`src/rtl/muldiv_pkg.sv`:
```
// Shared definitions for the iterative multiply/divide unit: funct3 op codes,
// FSM state type and the most-negative-value helper.
package muldiv_pkg;

    localparam logic [2:0] OP_MUL    = 3'b000;
    localparam logic [2:0] OP_MULH   = 3'b001;
    localparam logic [2:0] OP_MULHSU = 3'b010;
    localparam logic [2:0] OP_MULHU  = 3'b011;
    localparam logic [2:0] OP_DIV    = 3'b100;
    localparam logic [2:0] OP_DIVU   = 3'b101;
    localparam logic [2:0] OP_REM    = 3'b110;
    localparam logic [2:0] OP_REMU   = 3'b111;

    typedef enum logic [1:0] {StIdle, StBusy, StDone} state_e;

    // Most-negative two's complement value for a w-bit word (w <= 64).
    function automatic logic [63:0] min_neg(input int unsigned w);
        return 64'd1 << (w - 1);
    endfunction

endpackage

```
`src/rtl/muldiv_divstep.sv`:
```
// One combinational restoring-division step on {rem, quot}.
module muldiv_divstep #(
    parameter int unsigned WIDTH = 32
) (
    input  logic [WIDTH-1:0] rem,
    input  logic [WIDTH-1:0] quot,
    input  logic [WIDTH-1:0] divisor,
    output logic [WIDTH-1:0] rem_next,
    output logic [WIDTH-1:0] quot_next
);

    logic [WIDTH:0]   shifted;
    logic [WIDTH-1:0] diff;
    logic             fits;

    // Shift {rem,quot} left, trial-subtract, restore on a negative result.
    always_comb begin
        shifted   = {rem, quot[WIDTH-1]};
        fits      = shifted >= {1'b0, divisor};
        // When the subtraction is kept the true difference is below the
        // divisor, so the low WIDTH bits are exact.
        diff      = shifted[WIDTH-1:0] - divisor;
        rem_next  = fits ? diff : shifted[WIDTH-1:0];
        quot_next = {quot[WIDTH-2:0], fits};
    end

endmodule

```
`src/rtl/muldiv_unit.sv`:
```
// Iterative RISC-V M-extension multiply/divide unit, one bit per cycle.
// Optional MULDIV_EARLY_OUT_EN: divide-by-zero, signed overflow and multiply
// by zero skip the iterations and go straight to DONE.
module muldiv_unit
    import muldiv_pkg::*;
#(
    parameter int unsigned WIDTH = 32
) (
    input  logic             clk,
    input  logic             reset,
    input  logic             flush,
    input  logic             in_valid,
    output logic             in_ready,
    input  logic [2:0]       op,
    input  logic [WIDTH-1:0] a,
    input  logic [WIDTH-1:0] b,
    output logic             out_valid,
    input  logic             out_ready,
    output logic [WIDTH-1:0] result,
    output logic             busy
);

    localparam int unsigned      CNT_W  = $clog2(WIDTH + 1);
    localparam logic [WIDTH-1:0] MinNeg = WIDTH'(min_neg(WIDTH));

    state_e               state_q, state_d;
    logic [2:0]           op_q, op_d;
    logic [2*WIDTH-1:0]   acc_q, acc_d;
    logic [WIDTH-1:0]     mcand_q, mcand_d;
    logic [WIDTH-1:0]     a_q, a_d;
    logic [CNT_W-1:0]     cnt_q, cnt_d;
    logic                 neg_q, neg_d;
    logic                 dz_q, dz_d;
    logic                 ovf_q, ovf_d;
    logic [WIDTH-1:0]     result_q, result_d;
    logic                 out_valid_q, out_valid_d;

    logic                 is_div, sa, sb, neg_in, dz_in, ovf_in;
    logic [WIDTH-1:0]     mag_a, mag_b;
    logic [WIDTH:0]       mul_sum;
    logic [2*WIDTH-1:0]   mul_next, acc_step, prod_fix;
    logic [WIDTH-1:0]     rem_next, quot_next, quot_fix, rem_fix, final_res;
`ifdef MULDIV_EARLY_OUT_EN
    logic                 mz_in;
`endif

    // Results that bypass the datapath: multiply by zero, divide by zero, overflow.
    function automatic logic [WIDTH-1:0] special_res(input logic [2:0] f,
                                                     input logic [WIDTH-1:0] dividend,
                                                     input logic dz);
        if (!f[2]) return '0;
        if (!f[1]) return dz ? '1 : MinNeg;
        return dz ? dividend : '0;
    endfunction

    // Operand decode: signedness, magnitudes, result sign and special cases.
    always_comb begin
        is_div = op[2];
        sa     = ((op == OP_MULH) || (op == OP_MULHSU) || (op == OP_DIV) || (op == OP_REM))
                 && a[WIDTH-1];
        sb     = ((op == OP_MULH) || (op == OP_DIV) || (op == OP_REM)) && b[WIDTH-1];
        mag_a  = sa ? -a : a;
        mag_b  = sb ? -b : b;
        neg_in = (op == OP_REM) ? sa : (sa ^ sb);
        dz_in  = is_div && (b == '0);
        ovf_in = ((op == OP_DIV) || (op == OP_REM)) && (a == MinNeg) && (b == '1);
`ifdef MULDIV_EARLY_OUT_EN
        mz_in  = !is_div && ((a == '0) || (b == '0));
`endif
    end

    muldiv_divstep #(
        .WIDTH (WIDTH)
    ) u_divstep (
        .rem       (acc_q[2*WIDTH-1:WIDTH]),
        .quot      (acc_q[WIDTH-1:0]),
        .divisor   (mcand_q),
        .rem_next  (rem_next),
        .quot_next (quot_next)
    );

    // One iteration: shift-add multiply or restoring divide, then sign fix-up.
    always_comb begin
        mul_sum  = {1'b0, acc_q[2*WIDTH-1:WIDTH]} + (acc_q[0] ? {1'b0, mcand_q} : '0);
        mul_next = {mul_sum, acc_q[WIDTH-1:1]};
        acc_step = op_q[2] ? {rem_next, quot_next} : mul_next;
        prod_fix = neg_q ? -acc_step : acc_step;
        quot_fix = neg_q ? -acc_step[WIDTH-1:0] : acc_step[WIDTH-1:0];
        rem_fix  = neg_q ? -acc_step[2*WIDTH-1:WIDTH] : acc_step[2*WIDTH-1:WIDTH];
        case (op_q)
            OP_MUL:                       final_res = prod_fix[WIDTH-1:0];
            OP_MULH, OP_MULHSU, OP_MULHU: final_res = prod_fix[2*WIDTH-1:WIDTH];
            OP_DIV, OP_DIVU:              final_res = quot_fix;
            default:                      final_res = rem_fix;
        endcase
        if (dz_q || ovf_q) begin
            final_res = special_res(op_q, a_q, dz_q);
        end
    end

    // Next-state logic for the IDLE/BUSY/DONE controller and datapath registers.
    always_comb begin
        state_d     = state_q;
        op_d        = op_q;
        acc_d       = acc_q;
        mcand_d     = mcand_q;
        a_d         = a_q;
        cnt_d       = cnt_q;
        neg_d       = neg_q;
        dz_d        = dz_q;
        ovf_d       = ovf_q;
        result_d    = result_q;
        out_valid_d = out_valid_q;
        unique case (state_q)
            StIdle: begin
                if (in_valid) begin
                    op_d    = op;
                    a_d     = a;
                    acc_d   = {{WIDTH{1'b0}}, (is_div ? mag_a : mag_b)};
                    mcand_d = is_div ? mag_b : mag_a;
                    neg_d   = neg_in;
                    dz_d    = dz_in;
                    ovf_d   = ovf_in;
                    cnt_d   = CNT_W'(WIDTH);
`ifdef MULDIV_EARLY_OUT_EN
                    if (dz_in || ovf_in || mz_in) begin
                        result_d    = special_res(op, a, dz_in);
                        out_valid_d = 1'b1;
                        state_d     = StDone;
                    end else begin
                        state_d = StBusy;
                    end
`else
                    state_d = StBusy;
`endif
                end
            end
            StBusy: begin
                acc_d = acc_step;
                cnt_d = cnt_q - CNT_W'(1);
                if (cnt_q == CNT_W'(1)) begin
                    result_d    = final_res;
                    out_valid_d = 1'b1;
                    state_d     = StDone;
                end
            end
            StDone: begin
                if (out_ready) begin
                    out_valid_d = 1'b0;
                    state_d     = StIdle;
                end
            end
            default: state_d = StIdle;
        endcase
        if (flush) begin
            state_d     = StIdle;
            out_valid_d = 1'b0;
        end
    end

    // State and datapath registers with synchronous reset.
    always_ff @(posedge clk) begin
        if (reset) begin
            state_q     <= StIdle;
            op_q        <= OP_MUL;
            acc_q       <= '0;
            mcand_q     <= '0;
            a_q         <= '0;
            cnt_q       <= '0;
            neg_q       <= 1'b0;
            dz_q        <= 1'b0;
            ovf_q       <= 1'b0;
            result_q    <= '0;
            out_valid_q <= 1'b0;
        end else begin
            state_q     <= state_d;
            op_q        <= op_d;
            acc_q       <= acc_d;
            mcand_q     <= mcand_d;
            a_q         <= a_d;
            cnt_q       <= cnt_d;
            neg_q       <= neg_d;
            dz_q        <= dz_d;
            ovf_q       <= ovf_d;
            result_q    <= result_d;
            out_valid_q <= out_valid_d;
        end
    end

    assign in_ready  = (state_q == StIdle);
    assign busy      = (state_q != StIdle);
    assign out_valid = out_valid_q;
    assign result    = result_q;

endmodule

```
`config.mk`:
```
export PLATFORM = sky130hd
export DESIGN_NAME = muldiv_unit
export DESIGN_NICKNAME = d
export VERILOG_FILES = /design/src/rtl/muldiv_pkg.sv /design/src/rtl/muldiv_divstep.sv /design/src/rtl/muldiv_unit.sv
export SDC_FILE = /design/constraint.sdc
export NUM_CORES = 1
export LEC_CHECK = 0
export BUFFER_PORTS_ARGS = -buffer_cell sky130_fd_sc_hd__buf_4
export CAP_MARGIN = 20
export CORE_MARGIN = 2
export CORE_UTILIZATION = 39
export DETAILED_ROUTE_END_ITERATION = 12
export GPL_TIMING_DRIVEN = 1
export PLACE_DENSITY_LB_ADDON = 0.2
export REMOVE_ABC_BUFFERS = 1
export SYNTH_ARGS = -nofsm -noshare
export SYNTH_HDL_FRONTEND = slang
export SYNTH_SLANG_ARGS = --single-unit
```
`constraint.sdc`:
```
create_clock -name clk -period 10.45 [get_ports clk]
set_clock_uncertainty 0.2 [all_clocks]
set_input_delay 0.5225 -clock clk [delete_from_list [all_inputs] [get_ports clk]]
set_output_delay 0.5225 -clock clk [all_outputs]
set_load 0.02 [all_outputs]
```
==> impl_metrics.env <==
export IMPL_drv_cap=0
export IMPL_vias=18900
export IMPL_io_pins=107
export IMPL_grt_max_degree=96
export IMPL_synth_common_cells="303 x nand2_1, 252 x nor2_1, 249 x a21oi_1"
export IMPL_via_per_inst=6.16
export IMPL_drtAntennaViolNets=0
export IMPL_setup_ws_ps=4130
export IMPL_antenna_found_initial=1
export IMPL_io_buffers=106
export IMPL_p_leak_nw=7.32
export IMPL_cts_root_buf="clkbuf_16"
export IMPL_finalCritPeriodShare_pct=60.4
export IMPL_synth_top_cell_by_area="dfxtp_1"
export IMPL_ys_top_cells_by_area="dfxtp_1 20%, a21oi_1 7.2%, nand2_1 6.6%"
export IMPL_yosysUniqueCellTypes=92
export IMPL_routedWlPerCell_um=22.7
export IMPL_cp_max_fo=19
export IMPL_post_cts_buffers=0
export IMPL_hold_path_depth=2
export IMPL_netlist_area_um2=17300
export IMPL_yosys_area_share_adder_pct=5.38
export IMPL_clkTransAtPathRegs_ps=70
export IMPL_r2r_cells=20
export IMPL_tritoncts="built"
export IMPL_post_cts_resized=0
export IMPL_async_flop_share_pct=0
export IMPL_netlist_instances=2468
export IMPL_cts_path_max_buffers=2
export IMPL_cp_slowest_stage_delay_ps=710
export IMPL_synth_warnings=0
export IMPL_grt_usage_pct=29.6
export IMPL_pre_cts_slack_ps=4400
export IMPL_synth_most_common_cell="nand2_1"
export IMPL_status="complete, no violations"
export IMPL_holdWs_ps=27.3
export IMPL_die_area_um2=46000
export IMPL_ir_worst_vdd_mv=0.134
export IMPL_final_layout_size_suffix_gt1_share_pct=10.5
export IMPL_h_tree_depth=4
export IMPL_syn_avg_cell_area_um2=6.99
export IMPL_drc=0
export IMPL_gp_congestion=0.977
export IMPL_synth_area_mux_share_pct=4.57
export IMPL_synth_xor_area_share_pct=7.71
export IMPL_seq_area_frac_synth_pct=20.3
export IMPL_yosysTopAreaCellShare_pct=20.3
export IMPL_synth_simple_area_share_pct=25.3
export IMPL_pwr_density_cell_nw_per_um2=119
export IMPL_core_area_um2=43900
export IMPL_crit_chain="inv_1 -> ha_1 -> nor2b_1 -> o21bai_1 -> a211o_1 -> a31o_1 -> a31oi_1 -> buf_4 -> inv_1 -> ha_1 -> o21a_1 -> o2111ai_1 -> nor2_1 -> nand3_1 -> or3_1 -> o31ai_1 -> xnor2_1 -> nor2_1 -> a2111oi_0 -> nor4_1"
export IMPL_synth_compound_area_share_pct=31.2
export IMPL_routed_wl_um=69800
export IMPL_max_freq_mhz=158
export IMPL_initial_core_util_pct=39.3
export IMPL_critPathKind="reg2reg"
export IMPL_cts_sinks=175
export IMPL_hp_class="in2reg"
export IMPL_endpoint_kind="flip-flop"
export IMPL_tightest_slew_ps=1290
export IMPL_fin_setup_tns_ps=0
export IMPL_cp_slowest_cell="a31o_1"
export IMPL_crit_required_ps=10570
export IMPL_ys_flop_type="dfxtp_1"
export IMPL_slew_headroom_pct=13.1
export IMPL_die_h_um=214
export IMPL_die_w_um=214
export IMPL_cp_start_kind="flip-flop"
export IMPL_n_fill_cell=4700
export IMPL_rsz0062_at_grt="false"
export IMPL_synth_seq_cells=175
export IMPL_first_pass_iters=8
export IMPL_grt_pass1_vias=17700
export IMPL_drtIter0Drc=1971
export IMPL_clk_latency_ps=480
export IMPL_layout_nets=2606
export IMPL_grt_pass1_wl_um=106000
export IMPL_crit_arrival_ps=6440
export IMPL_synth_top_family_by_area="compound AO/OA/AOI/OAI gates"
export IMPL_syn_to_final_growth_pct=10.4
export IMPL_synth_edff_count=0
export IMPL_layout_min_cycle_time_ps=6320
export IMPL_cts_buffers_inserted=17
export IMPL_grt_overflow=0
export IMPL_setup_viol=0
export IMPL_hpwl_um=53500
export IMPL_num_rows=77
export IMPL_maxSlewViolCount=0
export IMPL_hold_violations=0
export IMPL_cts_hold_buf=0
==> routing by layer <==
layer	vias to the layer above	wire length (µm)	share of wire (%)	GRT usage [%]
met4	0	2210	3.2	10.6
met1	8964	31400	45	40.4
met5	-	0	0	0
met2	756	31000	44	46.8
met3	108	5170	7.4	5.29
li1	9054	-	-	-
==> area by class of cell <==
cell class	count	area [µm²]	area share, %
multi-input combinational	2046	12800	67.3
sequential	175	3510	18.4
timing repair buffer	148	1110	5.85
tap	592	741	3.89
clock buffer	19	433	2.27
inverter	73	274	1.44
clock inverter	13	153	0.801
antenna	1	2.50	0.0131
==> state kept, by name (all words and copies together), names as in the netlist, 2 cells and up <==
| signal | flops |
|---|---|
| a_q | 32 |
| op_q | 3 |
| cnt_q | 6 |
| mcand_q | 32 |
| state_q | 2 |
| result | 32 |
| acc_q | 64 |
==> power by group <==
part / switching (mW) / leakage, nW / internal, mW / total, mW
Sequential: 0.0435 / 1.43 / 0.708 / 0.751
Clock: 0.319 / 0.287 / 0.358 / 0.677
Combinational: 0.555 / 5.60 / 0.286 / 0.842
Total: 0.918 / 7.32 / 1.35 / 2.27
==> metrics by stage <==
stage,power (mW),instance area (µm²),instances,utilization [%]
3_5_place_dp,1.58,18500,3034,42.0
5_1_grt,2.37,19000,3066,43.4
4_1_cts,2.26,19000,3066,43.4
2_1_floorplan,1.28,16600,2294,-
3_3_place_gp,1.58,18500,3034,42.0
6_report,2.27,19100,3067,43.4
==> final timing paths <==
kind                                         startpoint                       to  slack (ps)
worst max-delay path            mcand_q[1]$_SDFFE_PP0P_  result[18]$_SDFFE_PP0P_        4130
worst min-delay path                              flush   out_valid$_SDFFE_PP0P_          30
worst max register to register  mcand_q[1]$_SDFFE_PP0P_  result[18]$_SDFFE_PP0P_        4130
worst min register to register      a_q[6]$_SDFFE_PP0P_      a_q[6]$_SDFFE_PP0P_         260
==> critical path, delay by kind of cell, from the launching register on <==
kind                       cells  cell delay, ps
AOI/OAI and AO/OA              8            2810
and+or+nand+nor                6            1730
adders and majority gates      2             440
DFF                            1             410
buffers and inverters          3             370
xor gates and xnor gates       1             190
==> cells by family (layout without fill, tap and decap cells) <==
| group | after synthesis | in the layout |
|---|---|---|
| AO/OA/AOI/OAI | 816 | 816 |
| XOR/XNOR | 152 | 152 |
| adder cells (fa/ha/maj) | 73 | 73 |
| buffers and inverters | 247 | 253 |
| flip-flops | 175 | 175 |
| multiplexers | 74 | 74 |
| other | 0 | 1 |
| AND/OR/NAND/NOR | 931 | 931 |
==> layout by cell type (no fill, tap or decap), types with 21 or more instances in the layout <==
cell | synthesis | routed
a211oi_1 | 42 | 42
a21o_1 | 26 | 26
a21oi_1 | 249 | 249
a221oi_1 | 29 | 29
a31oi_1 | 30 | 30
and2_1 | 42 | 41
buf_4 | 1 | 147
dfxtp_1 | 175 | 173
ha_1 | 71 | 71
inv_1 | 72 | 72
mux2_2 | 39 | 39
mux2i_1 | 35 | 35
nand2_1 | 303 | 302
nand3_1 | 66 | 66
nand4_1 | 30 | 30
nor2_1 | 252 | 250
nor2b_1 | 22 | 21
nor3_1 | 81 | 81
nor4_1 | 22 | 22
o211ai_1 | 45 | 45
o21a_1 | 26 | 26
o21ai_0 | 137 | 137
o31ai_1 | 44 | 44
xnor2_1 | 84 | 84
xor2_1 | 68 | 68
Note: power is estimated with default switching activity, not from simulation.
